[src/rtl/skeleton_pass_controller.sv]
// Iterative thinning pass sequencer: streams the frame RAM into the convolution unit, writes the
// returned pixels back and repeats until two zero-removal passes in a row or the pass limit.
module skeleton_pass_controller #(
  parameter int unsigned N         = 8,
  parameter int unsigned ADDR_W    = 7,
  parameter int unsigned PIXEL_W   = 8,
  parameter int unsigned CU_STRIDE = 2,
  parameter int unsigned TIMEOUT   = 1024
) (
  input  logic               clk,
  input  logic               rst,
  input  logic               start,
  input  logic [7:0]         max_iter,
  output logic               busy,
  output logic               done,
  output logic               converged,
  output logic               error,
  output logic [7:0]         iter_count,
  output logic [ADDR_W-1:0]  ram_addr,
  output logic               ram_re,
  input  logic [PIXEL_W-1:0] ram_rdata,
  output logic               ram_we,
  output logic [PIXEL_W-1:0] ram_wdata,
  output logic               cu_we,
  output logic [PIXEL_W-1:0] cu_data_in,
  output logic               cu_phase,
  input  logic               cu_write_out_enable,
  input  logic [ADDR_W-1:0]  cu_address,
  input  logic [PIXEL_W-1:0] cu_output
);

  localparam int unsigned NumPix = N * N;
  localparam int unsigned SubW   = (CU_STRIDE > 1) ? $clog2(CU_STRIDE) : 1;
  localparam int unsigned ToW    = (TIMEOUT > 1) ? $clog2(TIMEOUT) : 1;
  localparam int unsigned CntW   = ADDR_W + 1;

  localparam logic [ADDR_W-1:0] LastWord = ADDR_W'(NumPix - 1);
  localparam logic [SubW-1:0]   LastSub  = SubW'(CU_STRIDE - 1);
  localparam logic [ToW-1:0]    LastTo   = ToW'(TIMEOUT - 1);

  typedef enum logic [2:0] {
    StIdle, StLoad, StWaitOut, StWriteback, StCheck, StDone
  } state_e;

  state_e             state_q;
  logic               busy_q, done_q, converged_q, error_q, cu_phase_q, zero_pass_q;
  logic [7:0]         iter_q;
  logic [ADDR_W-1:0]  ram_addr_q, last_addr_q;
  logic               ram_re_q, ram_we_q;
  logic [PIXEL_W-1:0] ram_wdata_q, cu_hold_q;
  logic               rd_active_q, cu_we_q, cu_first_q;
  logic [SubW-1:0]    sub_q;
  logic [ToW-1:0]     to_q;
  logic [CntW-1:0]    load_cnt_q, ret_cnt_q;

  logic            wb_fire, check_conv, check_stop, enter_load;
  logic [CntW-1:0] removed;
  logic [7:0]      iter_inc, max_eff;

  always_comb begin
    // The WAIT_OUT cycle in which write-out starts already carries the first returned pixel.
    wb_fire    = cu_write_out_enable && (cu_address != last_addr_q) &&
                 ((state_q == StWaitOut) || (state_q == StWriteback));
    removed    = (ret_cnt_q > load_cnt_q) ? '0 : (load_cnt_q - ret_cnt_q);
    iter_inc   = (iter_q == 8'hFF) ? iter_q : (iter_q + 8'd1);
    max_eff    = (max_iter == 8'd0) ? 8'd1 : max_iter;
    check_conv = (removed == '0) && zero_pass_q;
    check_stop = check_conv || (iter_inc >= max_eff);
    enter_load = (((state_q == StIdle) || (state_q == StDone)) && start) ||
                 ((state_q == StCheck) && !check_stop);
  end

  always_ff @(posedge clk or posedge rst) begin
    if (rst) begin
      state_q     <= StIdle;
      busy_q      <= 1'b0;
      done_q      <= 1'b0;
      converged_q <= 1'b0;
      error_q     <= 1'b0;
      cu_phase_q  <= 1'b0;
      zero_pass_q <= 1'b0;
      iter_q      <= '0;
      ram_addr_q  <= '0;
      last_addr_q <= '1;
      ram_re_q    <= 1'b0;
      ram_we_q    <= 1'b0;
      ram_wdata_q <= '0;
      cu_hold_q   <= '0;
      rd_active_q <= 1'b0;
      cu_we_q     <= 1'b0;
      cu_first_q  <= 1'b0;
      sub_q       <= '0;
      to_q        <= '0;
      load_cnt_q  <= '0;
      ret_cnt_q   <= '0;
    end else begin
      ram_we_q <= 1'b0;
      unique case (state_q)
        StIdle, StDone: begin
          if (start) begin
            busy_q      <= 1'b1;
            done_q      <= 1'b0;
            converged_q <= 1'b0;
            error_q     <= 1'b0;
            iter_q      <= '0;
            zero_pass_q <= 1'b0;
            cu_phase_q  <= 1'b0;
          end
        end
        StLoad: begin
          // CU side trails the RAM read side by exactly one cycle.
          cu_we_q    <= rd_active_q;
          cu_first_q <= ram_re_q;
          if (cu_first_q) begin
            cu_hold_q <= ram_rdata;
            if (ram_rdata != '0) load_cnt_q <= load_cnt_q + 1'b1;
          end
          if (rd_active_q) begin
            if (sub_q == LastSub) begin
              sub_q <= '0;
              if (ram_addr_q == LastWord) begin
                rd_active_q <= 1'b0;
                ram_re_q    <= 1'b0;
              end else begin
                ram_addr_q <= ram_addr_q + 1'b1;
                ram_re_q   <= 1'b1;
              end
            end else begin
              sub_q    <= sub_q + 1'b1;
              ram_re_q <= 1'b0;
            end
          end else begin
            state_q <= StWaitOut;
            to_q    <= '0;
          end
        end
        StWaitOut: begin
          if (cu_write_out_enable) begin
            state_q <= StWriteback;
          end else if (to_q == LastTo) begin
            state_q     <= StDone;
            error_q     <= 1'b1;
            done_q      <= 1'b1;
            busy_q      <= 1'b0;
            converged_q <= 1'b0;
          end else begin
            to_q <= to_q + 1'b1;
          end
        end
        StWriteback: begin
          if (!cu_write_out_enable) state_q <= StCheck;
        end
        StCheck: begin
          iter_q      <= iter_inc;
          cu_phase_q  <= ~cu_phase_q;
          zero_pass_q <= (removed == '0);
          if (check_stop) begin
            state_q     <= StDone;
            done_q      <= 1'b1;
            busy_q      <= 1'b0;
            converged_q <= check_conv;
          end
        end
        default: state_q <= StIdle;
      endcase

      if (wb_fire) begin
        ram_we_q    <= 1'b1;
        ram_addr_q  <= cu_address;
        ram_wdata_q <= cu_output;
        last_addr_q <= cu_address;
        if (cu_output != '0) ret_cnt_q <= ret_cnt_q + 1'b1;
      end

      if (enter_load) begin
        state_q     <= StLoad;
        ram_re_q    <= 1'b1;
        ram_addr_q  <= '0;
        sub_q       <= '0;
        rd_active_q <= 1'b1;
        cu_we_q     <= 1'b0;
        cu_first_q  <= 1'b0;
        load_cnt_q  <= '0;
        ret_cnt_q   <= '0;
        last_addr_q <= '1;
      end
    end
  end

  assign busy       = busy_q;
  assign done       = done_q;
  assign converged  = converged_q;
  assign error      = error_q;
  assign iter_count = iter_q;
  assign ram_addr   = ram_addr_q;
  assign ram_re     = ram_re_q;
  assign ram_we     = ram_we_q;
  assign ram_wdata  = ram_wdata_q;
  assign cu_we      = cu_we_q;
  assign cu_phase   = cu_phase_q;
  // First stride cycle forwards the RAM's registered read data; later cycles replay the copy.
  assign cu_data_in = !cu_we_q ? '0 : (cu_first_q ? ram_rdata : cu_hold_q);

endmodule

[config.mk]
export PLATFORM = sky130hd
export DESIGN_NAME = skeleton_pass_controller
export DESIGN_NICKNAME = d
export VERILOG_FILES = /design/src/rtl/skeleton_pass_controller.sv
export SDC_FILE = /design/constraint.sdc
export NUM_CORES = 1
export LEC_CHECK = 0
export CORE_ASPECT_RATIO = 0.9
export CORE_MARGIN = 1.5
export CORE_UTILIZATION = 56
export CTS_BUF_LIST = sky130_fd_sc_hd__clkbuf_8
export DETAILED_ROUTE_END_ITERATION = 7
export PLACE_DENSITY = 0.81
export SLEW_MARGIN = 20
export SYNTH_ARGS = -nofsm -noshare
export SYNTH_HDL_FRONTEND = slang
export SYNTH_SLANG_ARGS = --single-unit
[constraint.sdc]
create_clock -name clk -period 3.7 [get_ports clk]
set_input_delay 0.74 -clock clk [delete_from_list [all_inputs] [get_ports clk]]
set_output_delay 0.74 -clock clk [all_outputs]
set_load 0.1 [all_outputs]
### After elaboration in Yosys (flattened, before gate mapping)

Index checks and enable logic that the tools add are counted.

* logic and storage cells: 156
* input bits: 35
* register bits after elaboration: 79
* output and inout bits: 39

* eq/ne operators: 21
* add/subtract/negate cells: 7
* multiplexer cells: 66
* bitwise gates (word level): 1
* $lt $le $gt $ge: 2
* reductions and logical operators: 38

Operator list (count)
* 8-bit two-way mux: 13
* 7-bit two-way mux: 8
* 10-bit two-way mux: 3
* 1-bit two-way mux: 27
* 8-bit by 1-bit adder with 8-bit output, second input constant: 3
* 10-bit case mux with 2 select lines: 1
* 3-bit two-way mux: 6
* 2-bit nonzero test: 9
* 8-bit zero test: 2
* 8-bit case mux with 2 select lines: 1
* 8-bit nonzero test: 2
* 3-bit case mux with 5 select lines: 1
* 2-bit inequality test, second input constant: 6
* 3-bit inequality test, second input constant: 4
* 4-bit AND reduction: 3
* 3-bit nonzero test: 4
* 10-bit by 1-bit adder with 10-bit output, second input constant: 1
* 10-bit == test, second input constant: 1
* 5-bit AND reduction: 2
* 1-bit case mux with 3 select lines: 3
* 8-bit == test, second input constant: 1
* 8-bit >= comparator: 1
* 8-bit > comparator: 1
* 8-bit subtractor: 1
* 18 further kinds: 31

### Longest topological paths before layout

* word-level depth: 10
* mapped depth: 13
* gate-level depth less buffers: 12

### Worst setup path after synthesis

Ideal clock, no wire load.

* path kind: register -> register
* from: reg iter_q[0], in the netlist iter_count[0]
* to: reg state_q[2]
* setup slack: 0.211 ns
* buffers on the path: 1
* clock period less this slack: 3.489 ns
* setup time: 0.120 ns
* arrival time: 3.370 ns
* cell stages (with the launch flop): 13
* data required time: 3.580 ns
* path through: dfrtp_1 > ha_1 > nand4_1 > nand4_1 > xnor2_1 > ha_1 > a21oi_1 > o22ai_1 > nor3_1 > o31ai_1 > a311o_2 > buf_6 > and3_1

* word-level cells in the longest chain between the ends: 9
* elaborated cells on any way between the ends: 15
* classes of those cells: 1 x add/sub; 1 x order compare; 6 x eq/ne; 2 x mux; 5 x reduce/logical

RTL lines
* start: declaration: line 47 `logic [7:0] iter_q;`
* start signal: assignment: line 154 `iter_q <= iter_inc;`
* 8-bit by 1-bit adder with 8-bit output / 8-bit == test (equally long branches): line 65 `iter_inc = (iter_q == 8'hFF) ? iter_q : (iter_q + 8'd1);`
* 8-bit two-way mux (*): line 65
* 8-bit >= comparator (*): line 68 `check_stop = check_conv || (iter_inc >= max_eff);`
* 1-bit logical OR (*): line 68
* 1-bit zero test: line 70 `((state_q == StCheck) && !check_stop);`
* 1-bit logical AND: line 70
* 1-bit logical OR: line 69 `enter_load = (((state_q == StIdle) || (state_q == StDone)) && start) ||`
* 4-bit by 3-bit inequality test with 1-bit output (no line) (tied with other cells)
* 5-bit AND reduction (no line)
* end signal: assignment: line 75 `state_q <= StIdle;`
* end signal: assignment: line 133 `state_q <= StWaitOut;`
* end signal: assignment: line 139 `state_q <= StWriteback;`
* end: declaration: line 45 `state_e state_q;`

Mark *: on every way between the ends. The rest lies on a longest branch, timed or not.
A chain may end at the register's enable or synchronous reset.

### Worst setup path in the final report

* from: reg iter_q[3], in the netlist iter_count[3]
* to: reg load_cnt_q[5]

* word-level cells in the longest chain between the ends: 9
* elaborated cells on any way between the ends: 13
* classes of those cells: 1 x add/sub; 1 x order compare; 1 x eq/ne; 2 x mux; 8 x reduce/logical

RTL lines
* 8-bit by 1-bit adder with 8-bit output / 8-bit == test (equally long branches): line 65
* 8-bit two-way mux (*): line 65
* 8-bit >= comparator (*): line 68
* 1-bit logical OR (*): line 68
* 1-bit zero test (*): line 70
* 1-bit logical AND (*): line 70
* 1-bit logical OR (*): line 69
* 2-bit nonzero test (no line)
* 3-bit AND reduction (no line)
* end signal: assignment: line 116 `if (ram_rdata != '0) load_cnt_q <= load_cnt_q + 1'b1;`
* end: declaration: line 54 `logic [CntW-1:0] load_cnt_q, ret_cnt_q;`

Marked as above.

==> results.json <==
{
  "status": "finished, final reports clean",
  "min_period_ns": 3.28,
  "cts_setup_buffers": 0,
  "slew_headroom_pct": 33.8,
  "vias_per_cell": 5.66,
  "crit_path_start_kind": "flip-flop",
  "die_width_um": 101,
  "cts_buffer_depth": 2,
  "timing.final.crit_share_pct": 88.8,
  "ys_ff_latch": 79,
  "grt_max_degree": 46,
  "whs_endpoint": "cu_phase",
  "dpl_cell_area_sq_mm": 0.00570,
  "multi_input_area_sq_mm": 0.00270,
  "synth-async-reset-ratio_pct": 100,
  "reg2reg_slack_ns": 0.42,
  "num_rows": 32,
  "drt_iter0_drc": 150,
  "cts_resized": 0,
  "fp.dieH_um": 91.4,
  "clkSinkCount": 79,
  "htreeDepth": 3,
  "cts-root-buf": "clkbuf_8",
  "rr_worst_depth": 11,
  "synth_edf_count": 0,
  "r2r_start": "iter_count[3]",
  "cap_violations": 0,
  "syn_nets": 553,
  "fillerInstances": 679,
  "antenna_found_initial": 0,
  "worstSetupEndpointType": "flip-flop",
  "cts_buffers": 9,
  "grt_usage_pct": 24.7,
  "pin_count": 74,
  "synth.distinct_cells": 63,
  "rsz0062_at_grt": "false",
  "ys_warn_count": 0,
  "start_util_pct": 57.3,
  "clock_skew_ns": 0.0108,
  "fin_cells": 693,
  "worstPathMaxFanout": 13,
  "grt_pass1_wl_um": 18200,
  "drc": 0,
  "dp_worst_setup_slack_ns": 0.352,
  "dp_hpwl_um": 7960,
  "vdd_drop_max_mv": 0.649,
  "min_path_type": "reg -> reg",
  "drive_gt1_share_pct": 15.9,
  "netlist_top_cells_count": "72 x dfrtp_1, 45 x nor2_1, 38 x nand2_1",
  "clk_pin_slew_ns": 0.09,
  "avgRoutedWirePerCell_um": 15.5,
  "yosys.area.top_type": "dfrtp_1",
  "area_delta_synth_final_pct": 21.4,
  "dp_cells": 677,
  "gp_congestion": 0.825,
  "setup_violations": 0,
  "fmax_mhz": 304,
  "clock_latency_ns": 0.36,
  "rr_endpoint": "load_cnt_q[5]",
  "first_global_vias": 3894,
  "synth_area_per_cell_sq_um": 9.83,
  "ys.flop_type": "dfrtp_1",
  "final_hold_viol_count": 0,
  "worst_pin_slew_ns": 0.989,
  "core-area_sq_mm": 0.00849,
  "routed_wl_um": 10800,
  "hold_depth": 1,
  "syn_area_sq_mm": 0.00487,
  "cts_tree": "yes",
  "dieArea_sq_mm": 0.00926,
  "antennaDiodeCount": 0,
  "p_per_area_mw_per_mm2": 582,
  "hold_buffers": 0,
  "ys_seq_area_share_pct": 40.8,
  "io_buffers": 73,
  "min_from": "cu_phase",
  "ys_top_cells_by_area": "dfrtp_1 37%, ha_1 5.7%, xor2_1 4.5%, nor3_2 4.1%, mux2_2 3.9%",
  "finalInstanceArea_sq_mm": 0.00591,
  "vias": 3925,
  "path_class": "reg -> reg",
  "synthCells": 495,
  "yosys.area.top_type_share_pct": 37.0,
  "firstDrtPassIters": 4,
  "final_nets": 627,
  "final_max_slew_viol_count": 0,
  "grt_overflow_total": 0,
  "yosysMostFrequentCell": "dfrtp_1",
  "seqCellArea_sq_mm": 0.00199,
  "final_antenna_net_count": 0,
  "cp.required_ns": 3.95,
  "worstPathArrival_ns": 3.53,
  "finalSetupTns_ns": 0,
  "finalWorstSetupSlack_ns": 0.415,
  "total_leakage_power_nw": 2.64
}
==> power by group <==
group | internal [mW] | switching (mW)
clock network | 0.332 | 0.330
logic | 0.516 | 1.12
registers | 0.989 | 0.149
==> layout by cell type, fill, tap and decap left out, drive strengths merged, types with 2 or more instances in the layout <==
master	netlist	final
a211oi	6	6
a21o	3	3
a21oi	19	19
a22o	3	3
a31oi	2	2
and3	9	9
and4	2	2
and4b	2	2
buf	10	16
clkbuf	8	10
clkdlybuf4s50	0	65
clkinv	0	3
clkinvlp	0	2
dfrtp	72	72
dfstp	7	7
ha	22	22
inv	23	23
mux2	17	17
mux2i	14	14
nand2	38	38
nand2b	9	9
nand3	19	19
nand4	17	17
nor2	45	45
nor2b	12	12
nor3	30	30
nor4	6	6
nor4b	2	2
o21a	3	3
o21ai	18	18
o22ai	2	2
o31ai	3	3
or3	5	5
or4	2	2
xnor2	17	17
xor2	25	25
==> logic make-up after synthesis <==
family	count (synthesis)	share of synthesized area [%]
simple gates	203	23.8
flops	79	40.8
compound gates	76	11.2
xor+xnor	42	7.56
buf+inv	41	3.81
mux	31	6.81
fa+ha+maj	23	6.07
==> metrics by stage <==
stage / power [mW] / hold slack, ns / util [%]
after detailed placement: 2.79 / 0.487 / 67.2
after global placement: 2.74 / 0.482 / 67.2
after floorplan: 2.41 / 0.480 / -
after CTS: 3.46 / 0.501 / 69.6
after global routing: 3.61 / 0.530 / 69.6
final: 3.44 / 0.494 / 69.6
==> how the worst max path moves through the flow <==
stage                   from            end  slack (ns)  cells after the start
2_1_floorplan  iter_count[0]     state_q[2]        0.21                     12
3_3_place_gp     max_iter[4]  load_cnt_q[2]        0.41                     10
3_5_place_dp     max_iter[4]  load_cnt_q[5]        0.35                     10
4_1_cts        iter_count[3]  load_cnt_q[5]        0.48                     11
5_1_grt        iter_count[3]  load_cnt_q[5]        0.25                     11
6_report       iter_count[3]  load_cnt_q[5]        0.42                     11
==> layout make-up <==
| type | count | share of cell area (%) |
|---|---|---|
| multi-input combinational | 375 | 45.7 |
| clock buffer | 10 | 2.33 |
| sequential | 79 | 33.6 |
| timing repair buffer | 81 | 13.3 |
| inverter | 23 | 1.48 |
| tap | 119 | 2.52 |
| clock inverter | 6 | 1.14 |
==> state kept, by name, indices dropped and copies added (netlist names), 3 cells and up <==
name,cells
ram_wdata,8
ret_cnt_q,8
load_cnt_q,8
cu_hold_q,8
last_addr_q,7
to_q,10
ram_addr,7
state_q,3
iter_count,8
==> critical path, cell delays in order, from the launching register on <==
cell,delay [ns]
dfrtp_1,0.47
and4_1,0.27
a31oi_1,0.34
and3_1,0.27
xor2_1,0.20
ha_1,0.25
nand3_1,0.13
o22ai_1,0.11
nor3_1,0.20
o31ai_1,0.19
a311o_2,0.51
and3_2,0.24
==> per-layer routing <==
metal  share of wire, %  track usage [%]  vias to the layer above
met5                  0                0                        -
met3                5.3             6.24                       11
met4               0.73             5.44                        0
met1                 45             34.7                     1895
met2                 49             38.5                      108
li1                   -                -                     1911
Note: power is estimated with default switching activity, not from simulation.
